$ cat config.mk
export PLATFORM = sky130hd
export DESIGN_NAME = ste_shift_register
export DESIGN_NICKNAME = d
export VERILOG_FILES = /design/src/rtl/ste_shift_pkg.sv /design/src/rtl/ste_shift_cnt.sv /design/src/rtl/ste_shift_register.sv
export SDC_FILE = /design/constraint.sdc
export NUM_CORES = 1
export LEC_CHECK = 0
export ABC_AREA = 1
export BUFFER_PORTS_ARGS = -buffer_cell sky130_fd_sc_hd__buf_2
export CAP_MARGIN = 5
export CORE_ASPECT_RATIO = 0.6
export CORE_MARGIN = 3
export CORE_UTILIZATION = 39
export DETAILED_ROUTE_END_ITERATION = 10
export PLACE_DENSITY = 0.7
export SETUP_SLACK_MARGIN = 0.4
export SKIP_LAST_GASP = 1
export SYNTH_ARGS = -nofsm -noshare
export SYNTH_HDL_FRONTEND = slang
export SYNTH_SLANG_ARGS = --single-unit
$ cat constraint.sdc
create_clock -name clk -period 2 [get_ports clk]
set_clock_uncertainty 0.1 [all_clocks]
set_input_delay 0.5 -clock clk [delete_from_list [all_inputs] [get_ports clk]]
set_output_delay 0.5 -clock clk [all_outputs]
set_load 0.02 [all_outputs]
$ cat src/rtl/ste_shift_pkg.sv
// ste_shift_pkg: shared width defaults and counter-width helper for the shift register
package ste_shift_pkg;
    localparam int STE_SHIFT_W_DEFAULT = 24;
    function automatic int ste_cnt_w(input int w);
        return $clog2(w + 1);
    endfunction
endpackage

$ cat src/rtl/ste_shift_cnt.sv
// ste_shift_cnt: saturating shift counter with word-complete flag (used under STE_SHIFT_CNT_EN)
module ste_shift_cnt
    import ste_shift_pkg::*;
#(
    parameter int SHIFT_W = STE_SHIFT_W_DEFAULT
) (
    input  logic                            clk,
    input  logic                            reset_i,
    input  logic                            clr_i,
    input  logic                            en_i,
    output logic [ste_cnt_w(SHIFT_W)-1:0]   cnt_o,
    output logic                            done_o
);
    localparam int CW = ste_cnt_w(SHIFT_W);
    localparam logic [CW-1:0] CNT_MAX = CW'(SHIFT_W);
    logic [CW-1:0] cnt_d;
    assign done_o = cnt_o == CNT_MAX;
    // Saturation keeps done high across extra shifts until the next clear or load
    always_comb cnt_d = clr_i ? '0 : (en_i && !done_o) ? cnt_o + 1'b1 : cnt_o;
    always_ff @(posedge clk or posedge reset_i) begin
        if (reset_i) cnt_o <= '0;
        else         cnt_o <= cnt_d;
    end
endmodule

$ cat src/rtl/ste_shift_register.sv
// ste_shift_register: MSB-first serial/parallel shift register; STE_SHIFT_CNT_EN adds shift count and done flag
module ste_shift_register
    import ste_shift_pkg::*;
#(
    parameter int SHIFT_W = STE_SHIFT_W_DEFAULT
) (
    input  logic                            clk,
    input  logic                            reset_i,
    input  logic                            din_i,
    input  logic [SHIFT_W-1:0]              din_parallel_i,
    input  logic                            shift_clr_i,
    input  logic                            shift_en_i,
    input  logic                            shift_ld_i,
    output logic                            dout_o,
    output logic [SHIFT_W-1:0]              dout_parallel_o
`ifdef STE_SHIFT_CNT_EN
    ,
    output logic [ste_cnt_w(SHIFT_W)-1:0]   shift_cnt_o,
    output logic                            shift_done_o
`endif
);
    logic [SHIFT_W-1:0] sr, sr_d;
    always_comb sr_d = shift_clr_i ? '0 :
                       shift_ld_i  ? din_parallel_i :
                       shift_en_i  ? {sr[SHIFT_W-2:0], din_i} : sr;
    always_ff @(posedge clk or posedge reset_i) begin
        if (reset_i) sr <= '0;
        else         sr <= sr_d;
    end
    assign dout_o          = sr[SHIFT_W-1];
    assign dout_parallel_o = sr;
`ifdef STE_SHIFT_CNT_EN
    ste_shift_cnt #(.SHIFT_W(SHIFT_W)) u_cnt (
        .clk     (clk),
        .reset_i (reset_i),
        .clr_i   (shift_clr_i | shift_ld_i),
        .en_i    (shift_en_i),
        .cnt_o   (shift_cnt_o),
        .done_o  (shift_done_o)
    );
`endif
endmodule

Word-level counts from Yosys, hierarchy flattened
Cells that the tools add are included.
{"block": "totals", "output_inout_bits": 25, "wordCells": 5, "n_memories": 0, "register_bits": 24, "ram_bits": 0, "latchBits": 0, "romBits": 0}
{"block": "op_classes", "n_eq_ne": 0, "order_cmp": 0, "shifts": 0, "n_div": 0, "reduce_logical": 1, "n_bitwise": 0, "n_mux": 3, "n_addsub": 0, "multipliers": 0}
{"operator": "two-way mux 24 bit", "n": 3}
{"operator": "nonzero test 3 bit", "n": 1}

Depth between registers and ports, before layout
{"block": "logic_depth", "ltp_word": 3, "mapped_depth": 7}

Worst setup path before layout
Ideal clock, no wire load.
{"block": "synth_timing", "path_type": "input port to flip-flop", "start": "input port shift_ld_i", "end": "register sr[23] (netlist: dout_parallel_o[23])", "setup_slack_ns": 0.752, "stages": 6, "t_required_ns": 1.783, "setup_time_ns": 0.117, "t_arrival_ns": 1.031, "n_path_buf": 2, "path_cell_list": "buf_6 -> nor2_8 -> nor2_4 -> buf_6 -> nand2_1 -> nand2_1"}
{"block": "synth_via", "elab_chain_len": 2}
{"element": "start: declaration", "line": "ste_shift_register.sv:13", "source": "input logic shift_ld_i,"}
{"element": "two-way mux 24 bit", "line": "ste_shift_register.sv:24", "source": "shift_ld_i ? din_parallel_i :"}
{"element": "two-way mux 24 bit", "line": "ste_shift_register.sv:23", "source": "always_comb sr_d = shift_clr_i ? '0 :"}
{"element": "end signal: assignment", "line": "ste_shift_register.sv:28", "source": "else sr <= sr_d;"}
{"element": "end: declaration", "line": "ste_shift_register.sv:22", "source": "logic [SHIFT_W-1:0] sr, sr_d;"}
Parallel ways exist; a longest one is shown, timed or not.
A chain may end at the register's enable or synchronous reset.

Worst setup path in the final report
{"block": "layout_timing", "start": "register sr[22] (netlist: dout_parallel_o[22])", "end": "output port dout_parallel_o[22]"}
{"element": "end: declaration", "line": "ste_shift_register.sv:15", "source": "output logic [SHIFT_W-1:0] dout_parallel_o"}
No word-level cell between the ends.

==> results.toml <==
[layout]
nNetsFinal = 266
final_area_um2 = 1640
stdcell_count = 277
nFillCells = 298
antenna_cells = 0
area_delta_synth_final_pct = 25.5
drive_above_1_share_pct = 27.7
largest_reg_flops = 24

[global_route]
antenna_found_initial = 0
grt_start_max_net_pins = 25
grt_pass1_vias = 1119
gr-total-overflow = 0
grt_pass1_wl_um = 5260
grt_usage_pct = 17.0

[detailed_routing]
vias_per_cell = 4.64
wl_per_cell_um = 11.9
vias = 1284
drt_first_pass_iters = 4
wirelength_um = 3310
drtAntennaViolNets = 0
drc = 0
drt_iter0_drc = 46

[sta]
period_needed_ps = 1460
slew_headroom_pct = 63.8
setup_ws_ps = 536
grt_setup_unrepaired = "false"
slew_violations = 0
worst_pin_slew_ps = 542
fin_crit_sh_pct = 73.2
max_freq_mhz = 683
hold_viol = 0
setup-violations-final = 0
finalSetupTns_ps = 0

[yosys]
synthAdderAreaFrac_pct = 0
syn_area_per_cell_um2 = 7.05
yosysTopAreaCellShare_pct = 46.0
synth.cell_area_um2 = 1310
yosys.area_share.simple_pct = 46.1
synth_compound_area_share_pct = 0
muxShareOfSynthArea_pct = 0
yosys_register_bits = 24
ys_warn_count = 0
syn_nets = 215
synth_top_family_by_area = "simple AND/OR/NAND/NOR gates"
synthCells = 185
netlist-cell-type-count = 10
synth_xor_area_share_pct = 0
synthTopCellsByArea = "dfrtp_1 (46%), nand2_1 (35%), nand3_1 (9.2%), buf_4 (2.9%), buf_6 (2.6%)"
yosysTopAreaCell = "dfrtp_1"
ys_seq_area_share_pct = 46.0

[worst_setup_path]
criticalPathCategory = "register to primary output"
start_kind = "register"
endpoint_kind = "primary output"
path_delay_family = "flip-flops"
critPathSlowestCell = "dfrtp_1"
arrival_ps = 860
max_stage_delay_ps = 420
crit_chain = "buf_2"
worstPathRequired_ps = 1400
crit_buf_inv = 1
crit_fanout = 3

[die]
die_w_um = 80.7
io_pins = 55
dieArea_um2 = 4100
rows = 15
fp.dieH_um = 50.8
initial_utilization_pct = 43.2
core_area_um2 = 3020

[cts]
root_buffer = "clkbuf_8"
cts_resized = 0
clockBufferDepth = 2
clk_pin_slew_worst_paths_ps = 80
numCtsBuffers = 3
h-tree-depth = 1
clkLatencyLatePin_ps = 260
cts_setup_buffers = 0
hold_buffers = 0
cts_tree = "done"
cts.sink_count = 24

[place]
routabilityCongestion = 0.817
dp_hpwl_um = 2410
port_buffers = 54
place_area_um2 = 1570
placed_cells = 273
dp_slack_ps = 301

[power_and_ir_drop]
p_leak_nw = 1.05
p_per_area_nw_per_um2 = 715
ir_drop_mv = 0.328

[worst_hold_path]
min_path_type = "primary input to async pin"

[status]
status = "finished, final reports clean"

[flow_run]
maxCapViolCount = 0
-- Yosys cell counts --
cell / number
nand2_1: 120
dfrtp_1: 24
nand3_1: 24
buf_4: 5
buf_2: 4
buf_6: 3
inv_1: 2
inv_2: 1
nor2_4: 1
nor2_8: 1
-- cell usage in the layout, fill, tap and decap left out --
cell type	count
buf_4	4
inv_2	1
bufinv_16	1
nand3_1	24
dfrtp_1	24
nor2_4	1
nor2_8	1
clkbuf_8	3
buf_2	54
nand2_1	120
inv_1	2
-- logic make-up after synthesis --
| family | count (synthesis) |
|---|---|
| flip-flops | 24 |
| buffers and inverters | 15 |
| AND/OR/NAND/NOR | 146 |
-- per-layer routing --
metal,routed length (um),up-vias,GRT usage (%)
met2,1320,47,24.6
met5,0,-,0
met1,1730,564,24.9
met3,242,2,5.20
met4,14,0,3.37
li1,-,671,-
-- report_power, final --
part | switching (W) | leakage [nW] | internal [W]
Sequential | 0.0000232 | 0.323 | 0.000512
Combinational | 0.000139 | 0.691 | 0.0000748
Clock | 0.000153 | 0.0357 | 0.000267
Total | 0.000316 | 1.05 | 0.000855
-- stage by stage --
step / power (W) / hold slack, ps / utilization, %
after global routing: 0.00123 / 195 / 54.2
after floorplan: 0.000685 / 415 / -
after CTS: 0.00118 / 171 / 54.2
final: 0.00117 / 164 / 54.2
after global placement: 0.000759 / 420 / 51.8
after detailed placement: 0.000761 / 423 / 51.8
-- worst paths after layout --
kind | startpoint | slack [ps] | end | cells past startpoint
worst max-delay path | dout_parallel_o[22] | 540 | dout_parallel_o[22] | 1
worst min-delay path | reset_i | 160 | dout_parallel_o[11] | 3
worst max register to register | dout_parallel_o[22] | 1140 | dout_parallel_o[23] | 4
worst min register to register | dout_parallel_o[12] | 440 | dout_parallel_o[12] | 2
max in group asynchronous | reset_i | 1410 | dout_parallel_o[6] | 3
min in group clk | din_i | 420 | dout_parallel_o[0] | 5
-- area by class of cell --
| cell class | count | area [um2] | area share (%) |
|---|---|---|---|
| multi-input combinational | 146 | 602 | 36.7 |
| sequential | 24 | 601 | 36.7 |
| timing repair buffer | 58 | 300 | 18.3 |
| tap | 42 | 52.6 | 3.21 |
| clock buffer | 3 | 41.3 | 2.52 |
| clock inverter | 1 | 30.0 | 1.83 |
| inverter | 3 | 11.3 | 0.688 |
Power figures use the tool's default switching activity.
